--- src/rtl/el2_dec_pmp_scan_ctl.sv ---
// ---------------------------------------------------------------------------
// el2_dec_pmp_scan_ctl
//
// Shared PMP permission-check scheduler. Two requesters (0 = IFU fetch,
// 1 = LSU data) are arbitrated round-robin. One address is checked at a
// time by scanning the live PMP entry array ENTRIES_PER_CYCLE entries per
// cycle in ascending order. The scan stops at the first matching entry.
//
// Ports
//   clk, rst      core clock, synchronous active-high reset
//   req_valid     per-requester check request
//   req_addr      per-requester byte address
//   req_acc       per-requester access type (0 R, 1 W, 2 X, 3 reserved)
//   req_umode     per-requester privilege (1 = U-mode, 0 = M-mode)
//   req_ready     request accepted this cycle (arbitration winner, IDLE only)
//   pmp_pmpcfg    per-entry cfg byte {L,2'b0,A[1:0],X,W,R}
//   pmp_pmpaddr   per-entry word address (bits 31:30 ignored)
//   pmp_cfg_wr    a pmpcfg/pmpaddr CSR write commits this cycle
//   rsp_valid     response available (held until rsp_ready)
//   rsp_ready     response consumed
//   rsp_id        requester that owns the response
//   rsp_err       1 = access denied
//   rsp_entry     matching entry index, 6'h3F = no match
// ---------------------------------------------------------------------------
module el2_dec_pmp_scan_ctl #(
  parameter int PMP_ENTRIES       = 16,
  parameter int ENTRIES_PER_CYCLE = 4
) (
  input  logic                        clk,
  input  logic                        rst,
  input  logic [1:0]                  req_valid,
  input  logic [1:0][31:0]            req_addr,
  input  logic [1:0][1:0]             req_acc,
  input  logic [1:0]                  req_umode,
  output logic [1:0]                  req_ready,
  input  logic [PMP_ENTRIES-1:0][7:0] pmp_pmpcfg,
  input  logic [PMP_ENTRIES-1:0][31:0] pmp_pmpaddr,
  input  logic                        pmp_cfg_wr,
  output logic                        rsp_valid,
  input  logic                        rsp_ready,
  output logic                        rsp_id,
  output logic                        rsp_err,
  output logic [5:0]                  rsp_entry
);

  localparam int NGROUPS = PMP_ENTRIES / ENTRIES_PER_CYCLE;
  localparam int GW      = (NGROUPS > 1) ? $clog2(NGROUPS) : 1;

  typedef enum logic [1:0] {IDLE, SCAN, RESP} state_t;

  state_t        state;
  logic          rr_ptr;
  logic [GW-1:0] group;
  logic [29:0]   lat_wa;
  logic [1:0]    lat_acc;
  logic          lat_umode;
  logic          lat_id;

  // Request address bits 1:0 never take part in the check.
  logic unused_addr;
  assign unused_addr = ^{req_addr[0][1:0], req_addr[1][1:0]};

  // ------------------------------------------------------------------------
  // Arbitration: round-robin pointer only decides when both are valid.
  // ------------------------------------------------------------------------
  logic grant_id;

  // NOTE: every always_comb output gets a default before any condition, so
  // no path can leave it unassigned and infer a latch.
  always_comb begin
    req_ready = '0;
    grant_id  = (&req_valid) ? rr_ptr : req_valid[1];
    if (state == IDLE && !rst && |req_valid) req_ready[grant_id] = 1'b1;
  end

  // ------------------------------------------------------------------------
  // Per-entry match and permission, evaluated against the latched address.
  // Arranged as [group][slot] so the active group is a plain select.
  // ------------------------------------------------------------------------
  logic [NGROUPS-1:0][ENTRIES_PER_CYCLE-1:0] hit;
  logic [NGROUPS-1:0][ENTRIES_PER_CYCLE-1:0] allow;

  for (genvar i = 0; i < PMP_ENTRIES; i++) begin : g_entry
    logic [7:0]  cfg;
    logic [29:0] pa;
    logic [29:0] pa_prev;
    logic [29:0] napot_ign;
    logic        perm;
    logic        unused_bits;

    assign cfg         = pmp_pmpcfg[i];
    assign pa          = pmp_pmpaddr[i][29:0];
    assign unused_bits = ^{pmp_pmpaddr[i][31:30], cfg[6:5]};

    if (i == 0) begin : g_first
      assign pa_prev = '0;
    end else begin : g_rest
      assign pa_prev = pmp_pmpaddr[i-1][29:0];
    end

    // pa ^ (pa + 1) sets the trailing ones and the zero that ends them; those
    // bits are don't-care. All-ones pa wraps to an all-ones mask (match all).
    assign napot_ign = pa ^ (pa + 30'd1);

    assign hit[i / ENTRIES_PER_CYCLE][i % ENTRIES_PER_CYCLE] =
        (cfg[4:3] == 2'd1) ? ((lat_wa >= pa_prev) && (lat_wa < pa)) :
        (cfg[4:3] == 2'd2) ? (lat_wa == pa) :
        (cfg[4:3] == 2'd3) ? (((lat_wa ^ pa) & ~napot_ign) == 30'd0) :
                             1'b0;

    assign perm = (lat_acc == 2'd0) ? cfg[0] :
                  (lat_acc == 2'd1) ? cfg[1] :
                  (lat_acc == 2'd2) ? cfg[2] : 1'b0;

    // Unlocked entries do not restrict M-mode; reserved access always fails.
    assign allow[i / ENTRIES_PER_CYCLE][i % ENTRIES_PER_CYCLE] =
        (lat_acc != 2'd3) && ((lat_umode || cfg[7]) ? perm : 1'b1);
  end

  // Lowest-index hit within the active group.
  logic [ENTRIES_PER_CYCLE-1:0] grp_vec;
  logic [ENTRIES_PER_CYCLE-1:0] grp_alw;
  logic                         grp_hit;
  logic                         grp_allow;
  logic [5:0]                   grp_off;
  logic [5:0]                   grp_entry;
  logic                         nomatch_allow;

  assign grp_vec = hit[group];
  assign grp_alw = allow[group];

  always_comb begin
    grp_hit   = 1'b0;
    grp_allow = 1'b0;
    grp_off   = '0;
    for (int j = ENTRIES_PER_CYCLE - 1; j >= 0; j--) begin
      if (grp_vec[j]) begin
        grp_hit   = 1'b1;
        grp_allow = grp_alw[j];
        grp_off   = 6'(j);
      end
    end
  end

  assign grp_entry     = 6'(group) * 6'(ENTRIES_PER_CYCLE) + grp_off;
  assign nomatch_allow = !lat_umode && (lat_acc != 2'd3);

  // ------------------------------------------------------------------------
  // Control FSM with registered response.
  // ------------------------------------------------------------------------
  // NOTE: non-blocking assignments throughout, so every register samples the
  // pre-edge values and ordering inside the block does not matter.
  always_ff @(posedge clk) begin
    if (rst) begin
      // NOTE: the request latches (lat_*) are deliberately left out of reset;
      // they are always loaded on accept before the scan reads them.
      state     <= IDLE;
      rr_ptr    <= 1'b0;
      group     <= '0;
      rsp_valid <= 1'b0;
      rsp_id    <= 1'b0;
      rsp_err   <= 1'b0;
      rsp_entry <= 6'h3F;
    end else begin
      unique case (state)
        IDLE: begin
          if (|req_ready) begin
            lat_wa    <= req_addr[grant_id][31:2];
            lat_acc   <= req_acc[grant_id];
            lat_umode <= req_umode[grant_id];
            lat_id    <= grant_id;
            rr_ptr    <= ~grant_id;
            group     <= '0;
            state     <= SCAN;
          end
        end
        SCAN: begin
          if (pmp_cfg_wr) begin
            // Table changed under us: throw away this group and restart.
            group <= '0;
          end else if (grp_hit) begin
            rsp_valid <= 1'b1;
            rsp_id    <= lat_id;
            rsp_err   <= ~grp_allow;
            rsp_entry <= grp_entry;
            state     <= RESP;
          end else if (group == GW'(NGROUPS - 1)) begin
            rsp_valid <= 1'b1;
            rsp_id    <= lat_id;
            rsp_err   <= ~nomatch_allow;
            rsp_entry <= 6'h3F;
            state     <= RESP;
          end else begin
            group <= group + GW'(1);
          end
        end
        RESP: begin
          if (rsp_ready) begin
            rsp_valid <= 1'b0;
            state     <= IDLE;
          end
        end
        default: state <= IDLE;
      endcase
    end
  end

endmodule

--- config.mk ---
export PLATFORM = sky130hd
export DESIGN_NAME = el2_dec_pmp_scan_ctl
export DESIGN_NICKNAME = d
export VERILOG_FILES = /design/src/rtl/el2_dec_pmp_scan_ctl.sv
export SDC_FILE = /design/constraint.sdc
export NUM_CORES = 1
export LEC_CHECK = 0
export BUFFER_PORTS_ARGS = -buffer_cell sky130_fd_sc_hd__clkbuf_2
export CAP_MARGIN = 25
export CORE_AREA = 2 2 283 285
export DETAILED_ROUTE_END_ITERATION = 6
export DIE_AREA = 0 0 285 287
export PLACE_DENSITY = 0.59
export SLEW_MARGIN = 0
export SYNTH_ARGS = -nofsm -noshare
export SYNTH_HDL_FRONTEND = slang
export SYNTH_SLANG_ARGS = --single-unit
--- constraint.sdc ---
create_clock -name clk -period 4.1 [get_ports clk]
set_input_delay 0.82 -clock clk [delete_from_list [all_inputs] [get_ports clk]]
set_output_delay 0.82 -clock clk [all_outputs]
set_load 0.02 [all_outputs]
## Yosys cells after proc, flatten, opt, wreduce, memory -nomap -nowiden

Cells that the tools add are included.

- Bits in registers: 48
- Output and inout port bits: 11
- Input port bits: 716

- Multiplexer cells: 160
- Add/sub/neg operators: 18
- Equal/unequal tests: 76
- Reductions and logical operators: 84
- Bitwise gates (word level): 69
- Order comparisons: 35

Operators by type and width:

| kind | count |
|---|---|
| bitwise XOR 30 bit | 32 |
| adder 30 x 1 -> 30 bit (second input constant) | 16 |
| bitwise AND 30 bit | 16 |
| equality test 30 bit | 16 |
| zero test 30 bit | 16 |
| less-than comparator 30 bit | 16 |
| inverter 30 bit | 16 |
| greater-or-equal comparator 30 bit | 15 |
| two-way mux 1 bit | 132 |
| equality test 2 bit (second input constant) | 35 |
| two-way mux 32 bit | 2 |
| equality test 2 x 1 -> 1 bit (second input constant) | 18 |
| logical AND 1 bit | 36 |
| greater-or-equal comparator 30 x 1 -> 1 bit (second input constant) | 1 |
| two-way mux 6 bit | 5 |
| two-way mux 2 bit | 13 |
| binary-select mux 4 bit (select 2 bit) | 2 |
| logical OR 1 bit | 16 |
| AND reduction 4 bit | 3 |
| inequality test 3 bit (second input constant) | 3 |
| two-way mux 4 bit | 2 |
| adder 4 x 6 -> 6 bit | 1 |
| inequality test 2 bit (second input constant) | 3 |
| case mux 2 bit (3 select lines) | 1 |
| other kinds (15) | 26 |

## Longest topological paths before layout

Gate-level depths: netlist (run 1).

- Depth after elaboration: 17
- Gate-level depth with buffers: 14
- Depth with buffers taken out: 13

## Worst setup path after synthesis (run 1)

Ideal clock, no wire load.

- Path kind: input port to flip-flop
- Start point: input pmp_pmpaddr[100] in the netlist's numbering
- End point: register group[0]
- Stages on the path: 13
- Slack: 0.188 ns
- Arrival time: 3.821 ns
- Cells stage by stage: inv_1 > ha_1 > a21o_1 > a21oi_1 > a21boi_0 > o31a_1 > a2111oi_0 > a21oi_1 > o32ai_1 > o21ai_1 > nor4_1 > a31oi_1 > a311oi_1

- Longest elaborated chain between the ends: 16

Ends and longest elaborated chain:

| what | RTL line | text |
|---|---|---|
| start, declared | 37 | `input logic [PMP_ENTRIES-1:0][31:0] pmp_pmpaddr,` |
| adder 30 x 1 -> 30 bit | 103 | `assign napot_ign = pa ^ (pa + 30'd1);` |
| bitwise XOR 30 bit | 103 |  |
| inverter 30 bit | 108 | `(cfg[4:3] == 2'd3) ? (((lat_wa ^ pa) & ~napot_ign) == 30'd0) :` |
| bitwise AND 30 bit | 108 |  |
| zero test 30 bit | 108 |  |
| two-way mux 1 bit | 108 |  |
| two-way mux 1 bit | 107 | `(cfg[4:3] == 2'd2) ? (lat_wa == pa) :` |
| two-way mux 1 bit | 106 | `(cfg[4:3] == 2'd1) ? ((lat_wa >= pa_prev) && (lat_wa < pa)) :` |
| binary-select mux 4 bit (select 2 bit) * | 129 | `assign grp_vec = hit[group];` |
| two-way mux 4 bit (implied by the code) * | 129 |  |
| two-way mux 1 bit (3 in a row) | 137 | `if (grp_vec[j]) begin` |
| two-way mux 1 bit * | 137 |  |
| inequality test 3 bit (no source line) * | - |  |
| AND reduction 4 bit (no source line) * | - |  |
| end signal, assigned | 194 | `group <= group + GW'(1);` |
| end, declared | 53 | `logic [GW-1:0] group;` |

Mark *: on every way between the ends. The rest lies on a longest branch, timed or not. The select of a mux whose other input is x is not followed.
A chain may end at the register's enable or synchronous reset.

## Worst setup path in the final report (run 1)

- Start point: register lat_wa[6]
- End point: register rsp_entry[3]

- Longest elaborated chain between the ends: 14

Ends and longest elaborated chain:

| what | RTL line | text |
|---|---|---|
| start, declared | 54 | `logic [29:0] lat_wa;` |
| start signal, assigned | 168 | `lat_wa <= req_addr[grant_id][31:2];` |
| parallel branches: the longest is 6 deep, another holds greater-or-equal comparator 30 bit | - |  |
| binary-select mux 4 bit (select 2 bit) * | 129 |  |
| two-way mux 4 bit (implied by the code) * | 129 |  |
| two-way mux 2 bit or two-way mux 1 bit (tied branches) | 137 |  |
| two-way mux 6 bit or two-way mux 1 bit (tied branches) (3 in a row) | 137 |  |
| adder 4 x 6 -> 6 bit or nonzero test 2 bit (tied branches) | - |  |
| two-way mux 6 bit or AND reduction 3 bit (tied branches) | - |  |
| end signal, assigned | 185 | `rsp_entry <= grp_entry;` |
| end, declared | 43 | `output logic [5:0] rsp_entry` |

Every way passes the cells marked *. The select of a mux whose other input is x is not followed.

==> results of run 1 <==
[per-stage QoR]
step                      area (sq um)  std cells
after detailed placement         34300       5825
final                            35600       5882
after global routing             35600       5876
after global placement           34300       5825
after CTS                        34900       5843
after floorplan                  21900       3147
[state kept, by name (all words and copies together) (netlist names)]
name / count
lat_acc: 2
state: 2
rsp_valid: 1
group: 2
rsp_id: 1
lat_umode: 1
lat_id: 1
rsp_entry: 5
lat_wa: 30
rr_ptr: 1
rsp_err: 1
[worst max path at each step]
stage | from | end | slack, ns | depth (start not counted)
final | lat_wa[6] | rsp_entry[3] | 0.06 | 15
after global routing | lat_wa[21] | rsp_entry[3] | -0.04 | 16
after CTS | lat_wa[8] | group[0] | 0.0005 | 13
after detailed placement | pmp_pmpaddr[347] | group[0] | -0.64 | 13
after global placement | pmp_pmpaddr[259] | group[0] | -0.68 | 14
after floorplan | pmp_pmpaddr[100] | group[0] | 0.19 | 13
[cells by family (layout without fill, tap and decap cells)]
logic type               Yosys count  after routing  share of synthesized area [%]
flip-flops                        47             47                           5.84
adder cells (fa/ha/maj)          500            500                           28.5
AND/OR/NAND/NOR                 1096           1096                           27.0
other                              0             25                              0
XOR/XNOR                          13             13                          0.519
AO/OA/AOI/OAI                    926            926                           27.6
multiplexers                      19             19                          0.981
buffers and inverters            546           2206                           9.45
[per-layer routing]
layer / global-route usage (%) / up-vias
li1: - / 15500
met1: 37.6 / 14900
met2: 50.4 / 1556
met3: 5.45 / 348
met4: 16.9 / 22
met5: 0 / -
[cell usage in the layout (no fill, tap or decap), types with 12 or more instances in the layout]
cell / n
buf_6: 12
a21oi_1: 296
nor2_1: 166
a31oi_1: 137
nor2b_1: 12
buf_4: 975
buf_12: 37
o211ai_1: 37
or3_1: 12
nand4_1: 152
mux2i_1: 17
nor4_2: 14
nand3_1: 89
or4_1: 20
ha_1: 486
a211oi_1: 34
nor4_1: 81
a21o_1: 30
o221ai_1: 20
a41oi_1: 66
edfxtp_1: 34
o2111ai_1: 15
and3_1: 47
inv_1: 510
ha_4: 14
nor3_1: 81
nand2_1: 270
a32oi_1: 15
nand2b_1: 12
and2_1: 15
and4_1: 41
diode_2: 25
o21ai_0: 102
clkbuf_2: 658
dfxtp_1: 13
[timing repair]
item                                    4_1_cts  5_1_grt
endpoints found under the setup margin       12       12
setup buffers                                11       14
hold endpoints to repair                      0        0
gates cloned                                  0        1
resized for setup                            56       95
pin swaps                                    12       34
[critical path: cells and delay by family, from the launching register on]
family | cells | cell delay (ns)
buf+inv | 3 | 0.63
simple gates | 4 | 1.03
compound gates | 7 | 1.39
flops | 1 | 0.57
fa+ha+maj | 1 | 0.30
[final cells by class]
type / count / area [sq um]
antenna: 25 / 62.6
fill: 8111 / 43000
timing repair buffer: 1684 / 11500
clock inverter: 2 / 60.1
tap: 1050 / 1310
clock buffer: 6 / 129
sequential: 47 / 1280
multi-input combinational: 2554 / 19300
inverter: 514 / 1930
[power breakdown]
part	internal (mW)	leakage (nW)	switching, mW
logic	3.48	18.3	3.89
registers	0.626	0.428	0.104
clock network	0.350	0.0912	0.189
==> results.py, run 1 <==
metrics = {
    "floorplan": {
        "fp.coreArea_sq_um": 78600,
        "start_util_pct": 27.9,
        "dieArea_sq_um": 81800,
        "die_h_microns": 287,
        "io_pins": 727,
        "rows": 103,
        "die_w_microns": 285,
    },
    "setup_path": {
        "worst-path-max-fanout": 10,
        "required_ns": 4.27,
        "cp.arrival_ns": 4.21,
        "crit_chain": "buf_6, ha_1, nand4_1, o221a_2, nor2_1, o31ai_1, o211ai_1, buf_4, buf_4, o211a_1, nor4_4, o311ai_4, or4_4, a21oi_2, o21ai_1",
        "critPathCaptureType": "flop",
        "cp_common_cell": "buf_4",
        "regToRegEndpoint": "rsp_entry[3]",
        "r2r_start": "lat_wa[6]",
        "worstSetupPathType": "reg2reg",
        "start_kind": "flop",
        "r2r_setup_slack_ns": 0.06,
        "crit_slowest_cell": "edfxtp_1",
        "cpPeakStageDelay_ns": 0.57,
        "rr_worst_depth": 15,
    },
    "timing": {
        "finalCritPeriodShare_pct": 98.6,
        "fmax_ghz": 0.247,
        "relSlewSlack_pct": 40.1,
        "hold_slack_ns": 0.495,
        "tightest_slew_ns": 0.893,
        "setup_viol": 0,
        "hold_viol": 0,
        "drv_slew": 0,
        "fin_crit_ns": 4.04,
        "tns_ns": 0,
        "worst_slack_ns": 0.0586,
        "clock_skew_ns": 0.00869,
    },
    "logic_synthesis": {
        "synthArstFlopShare_pct": 0,
        "synth_top_flop_cell": "edfxtp_1",
        "syn_area_sq_um": 21900,
        "syn_nets": 4363,
        "seq_area_frac_synth_pct": 5.84,
        "syn_area_per_cell_sq_um": 6.97,
        "synthTopCellsByArea": "ha_1 29%, inv_1 8.7%, a21oi_1 6.9%",
        "yosys-top-cells-count": "511 x inv_1, 500 x ha_1, 302 x a21oi_1, 271 x nand2_1, 169 x nor2_1",
        "synth_top_area_share_pct": 28.5,
        "synth_cells": 3147,
        "synth_enable_flop_cells": 34,
        "yosys_warnings": 0,
        "yosys.area.top_type": "ha_1",
        "synth.distinct_cells": 98,
        "yosys.cell_count.top_type": "inv_1",
        "ys_ff_latch": 47,
    },
    "power": {
        "leakagePower_nw": 18.8,
        "pwr_density_cell_nw_per_um2": 242,
        "p_total_mw": 8.64,
        "max-vdd-ir-drop_mv": 0.220,
    },
    "final_layout": {
        "area_growth_pct": 62.4,
        "nets": 6022,
        "post-route-util_pct": 45.3,
        "drive_gt1_share_pct": 38.2,
    },
    "route": {
        "dr_wl_met3_mm": 11.1,
        "wl_per_cell_microns": 22.4,
        "top_layer_used": "met5",
        "viasPerCell": 5.48,
        "wl_mm": 132,
        "drc": 0,
        "wl_met2_mm": 58.9,
        "drtIter0Drc": 2497,
        "vias": 32300,
        "m1WireLength_mm": 53.1,
        "drt_first_pass_iters": 6,
        "ant_nets": 0,
    },
    "global_routing": {
        "grt_max_degree": 35,
        "grt_pass1_vias": 31200,
        "gr-total-overflow": 0,
        "grt_pass1_wl_mm": 189,
        "antenna_found_initial": 38,
        "grt_use_total_pct": 30.5,
    },
    "clock_tree": {
        "cts-root-buf": "clkbuf_16",
        "cts_inserted_buffers": 5,
        "ctsLongestPathBuffers": 2,
        "cts_sinks": 47,
        "clk_pin_slew_ns": 0.07,
        "cts_tree": "done",
        "h-tree-depth": 2,
        "clock_latency_ns": 0.31,
        "cts_hold_repair.buffers": 0,
    },
    "job": {
        "maxCapViolCount": 0,
    },
    "placement": {
        "place_hpwl_mm": 112,
        "dp_slack_ns": -0.637,
        "globalplace.congestion": 1.00,
        "numPortBuffers": 658,
    },
    "hold_path": {
        "hold_depth": 2,
        "hold_end": "state[0]",
        "holdCritStartpoint": "state[0]",
        "hold_class": "reg2reg",
    },
    "outcome": {
        "status": "finished, final reports clean",
    },
}
Power figures use the tool's default switching activity.
==> run 2, diff against run 1 <==
--- a/config.mk
+++ b/config.mk
@@ -5,12 +5,13 @@
 export SDC_FILE = /design/constraint.sdc
 export NUM_CORES = 1
 export LEC_CHECK = 0
+export ABC_AREA = 1
 export BUFFER_PORTS_ARGS = -buffer_cell sky130_fd_sc_hd__clkbuf_2
 export CAP_MARGIN = 25
-export CORE_AREA = 2 2 283 285
+export CORE_AREA = 2 2 281 283
 export DETAILED_ROUTE_END_ITERATION = 6
-export DIE_AREA = 0 0 285 287
-export PLACE_DENSITY = 0.59
+export DIE_AREA = 0 0 283 285
+export PLACE_DENSITY = 0.67
 export SLEW_MARGIN = 0
 export SYNTH_ARGS = -nofsm -noshare
 export SYNTH_HDL_FRONTEND = slang
==> run 2 against run 1 <==
Net effect: clock skew fell by 0.0020 ns; final cell count rose by 18%; synthesized cell count rose by 64%; combinational power fell by 20%; area after synthesis rose by 25%; clock power fell by 19%; worst setup slack improved by 0.30 ns; maximum frequency rose by 7.9%; global-route usage rose by 1.4 points; die area fell by 1.4%; register-to-register slack improved by 0.30 ns; via count rose by 12%; critical path type unchanged.
==> results.py, run 2 <==
metrics = {
    "final_layout": {
        "layout_common_cells": "1591 x nand2_1, 981 x inv_1, 808 x nor2_1",
        "area_growth_pct": 19.7,
        "fin_cells": 6957,
        "largest_reg_flops": 30,
        "drive_gt1_share_pct": 13.9,
        "top_register": "lat_wa",
        "nets": 7085,
        "final_common_cell": "nand2_1",
        "regArea_sq_um": 1280,
        "num-fill-cells": 8884,
        "multi_input_area_sq_um": 22300,
        "top_regs": "lat_wa (30), rsp_entry (5)",
        "stdcell_area_sq_um": 32700,
    },
    "placement": {
        "numPortBuffers": 658,
        "postPlaceCellArea_sq_um": 32400,
        "globalplace.congestion": 1.02,
        "placedCellCount": 6911,
        "place_hpwl_mm": 115,
    },
    "route": {
        "wl_mm": 135,
        "vias": 36100,
        "ant_nets": 0,
        "drt_first_pass_iters": 7,
        "m1WireLength_mm": 55.7,
        "drtIter0Drc": 3033,
        "dr_wl_met3_mm": 10.9,
        "viasPerCell": 5.18,
        "top_layer_used": "met5",
        "drc": 0,
        "wl_met2_mm": 60.9,
        "wl_per_cell_microns": 19.3,
    },
    "logic_synthesis": {
        "synthTopCellsByArea": "ha_1 23%, nand2_1 22%, inv_1 14%",
        "seq_area_frac_synth_pct": 4.69,
        "synth_xor_area_share_pct": 0.160,
        "synth_cells": 5152,
        "synth_top_flop_cell": "edfxtp_1",
        "synth.distinct_cells": 60,
        "ys_ff_latch": 47,
        "synth_compound_area_share_pct": 12.6,
        "syn_area_per_cell_sq_um": 5.30,
        "syn_nets": 6368,
        "yosys.area.top_type": "ha_1",
        "yosys.cell_count.top_type": "nand2_1",
        "syn_area_sq_um": 27300,
        "synthAdderAreaFrac_pct": 22.9,
        "yosys_warnings": 0,
        "synth_top_family_by_area": "simple AND/OR/NAND/NOR gates",
        "synth-simple-area-share_pct": 45.8,
        "synth_mux_area_share_pct": 0,
        "synth_enable_flop_cells": 34,
        "synthArstFlopShare_pct": 0,
        "yosys-top-cells-count": "1591 x nand2_1, 982 x inv_1, 809 x nor2_1, 500 x ha_1, 249 x a21oi_1",
        "synth_top_area_share_pct": 22.9,
    },
    "hold_path": {
        "hold_depth": 2,
        "hold_end": "rsp_valid",
        "holdCritStartpoint": "rsp_valid",
        "hold_class": "reg2reg",
    },
    "floorplan": {
        "dieArea_sq_um": 80700,
        "io_pins": 727,
        "die_w_microns": 283,
        "fp.coreArea_sq_um": 78000,
        "rows": 103,
        "die_h_microns": 285,
        "start_util_pct": 35.0,
    },
    "job": {
        "maxCapViolCount": 0,
    },
    "setup_path": {
        "critPathCaptureType": "flop",
        "cp.arrival_ns": 3.98,
        "r2r_setup_slack_ns": 0.35,
        "regToRegEndpoint": "rsp_err",
        "r2r_start": "lat_wa[28]",
        "worstSetupPathType": "reg2reg",
        "required_ns": 4.34,
        "worst-path-max-fanout": 16,
        "start_kind": "flop",
        "rr_worst_depth": 18,
    },
    "power": {
        "internal_power_mw": 2.95,
        "p_sw_mw": 4.09,
        "switching_share_pct": 58.1,
        "clkPwrFrac_pct": 6.2,
        "pwr-share-comb_pct": 83.7,
        "pwr_density_cell_nw_per_um2": 215,
        "p_seq_share_pct": 10.0,
        "leakagePower_nw": 19.0,
        "max-vdd-ir-drop_mv": 0.296,
    },
    "clock_tree": {
        "cts_setup_buffers": 0,
        "h-tree-depth": 2,
        "cts_tree": "done",
        "clk_pin_slew_ns": 0.07,
        "cts_hold_repair.buffers": 0,
        "ctsLongestPathBuffers": 2,
        "cts_sinks": 47,
        "cts_inserted_buffers": 5,
        "clock_latency_ns": 0.30,
        "cts_resized": 0,
        "cts-root-buf": "clkbuf_16",
    },
    "timing": {
        "grt_setup_unrepaired": "false",
        "relSlewSlack_pct": 35.2,
        "tightest_slew_ns": 0.971,
        "setup_viol": 0,
        "fmax_ghz": 0.267,
        "drv_slew": 0,
        "tns_ns": 0,
        "hold_viol": 0,
        "finalCritPeriodShare_pct": 91.3,
        "fin_crit_ns": 3.75,
        "clock_skew_ns": 0.00673,
        "hold_slack_ns": 0.475,
    },
    "global_routing": {
        "grt_pass1_wl_mm": 198,
        "antenna_found_initial": 43,
        "gr-total-overflow": 0,
        "grt_max_degree": 36,
        "grt_use_total_pct": 31.9,
        "grt_pass1_vias": 34400,
    },
    "outcome": {
        "status": "finished, final reports clean",
    },
}
-- run 2: cell count changes in the layout (fill, tap and decap cells not counted), sizes merged, moves of 43 or more --
cell    change
nand3     +142
nand4      -43
inv       +477
o21bai     +73
and3       -46
a21oi      -50
nor2      +664
nor4       -77
a41oi      -68
nand2    +1332
a31oi     -136
buf       -957
-- run 2: cells by family after synthesis --
| kind of cell | Yosys count |
|---|---|
| adder cells (fa/ha/maj) | 500 |
| flip-flops | 47 |
| AO/OA/AOI/OAI | 594 |
| XOR/XNOR | 5 |
| buffers and inverters | 1005 |
| AND/OR/NAND/NOR | 3001 |
-- run 2: area by class of cell --
cell class	count	share of cell area [%]
inverter	989	11.4
clock buffer	5	0.383
antenna	37	0.283
timing repair buffer	726	11.9
multi-input combinational	4100	68.1
tap	1050	4.02
sequential	47	3.92
clock inverter	3	0.0842
-- run 2: worst max-delay path, stage by stage (launching register included) --
cell and delay [ns]:
edfxtp_1 0.32, buf_4 0.53, ha_1 0.37, nand2_1 0.11
o21a_1 0.14, nand2_1 0.07, a21oi_1 0.24, nand3_1 0.29
nand3_1 0.17, nand2_1 0.16, nand2_1 0.11, nand3_1 0.25
a21oi_2 0.36, nand2_4 0.09, nand2_4 0.11, nand2_8 0.08
inv_2 0.10, nand2_2 0.05, a21oi_2 0.12
-- run 2: per-layer routing --
metal  global-route usage [%]  vias up
met3                     4.54      311
met2                     53.9     1674
met5                        0        -
met1                     39.9    16000
met4                     15.1       16
li1                         -    18000
-- run 2: through the flow --
step                total power, mW  util [%]  setup slack, ns
finish                         7.04      41.9            0.355
global placement               6.42      41.6            0.237
floorplan                      4.22         -            0.301
global route                   7.74      41.9            0.160
detailed placement             6.50      41.6            0.224
CTS                            6.96      41.8            0.367
-- run 2: worst max-delay path by stage --
stage	from	endpoint	slack, ns	cells past startpoint
after floorplan	req_valid[1]	req_ready[1]	0.30	4
after global routing	lat_wa[1]	rsp_err	0.16	21
after detailed placement	pmp_pmpaddr[209]	rsp_err	0.22	21
after CTS	lat_wa[1]	rsp_err	0.37	21
after global placement	pmp_pmpaddr[339]	rsp_err	0.24	20
final	lat_wa[28]	rsp_err	0.35	18
-- run 2: power by group through the flow --
stage          logic [mW]  clock network (mW)  registers (mW)
2_1_floorplan        3.37                   0           0.847
3_3_place_gp         5.71                   0           0.715
3_5_place_dp         5.78                   0           0.717
4_1_cts              5.81               0.442           0.707
5_1_grt              6.57               0.454           0.718
6_report             5.90               0.438           0.707
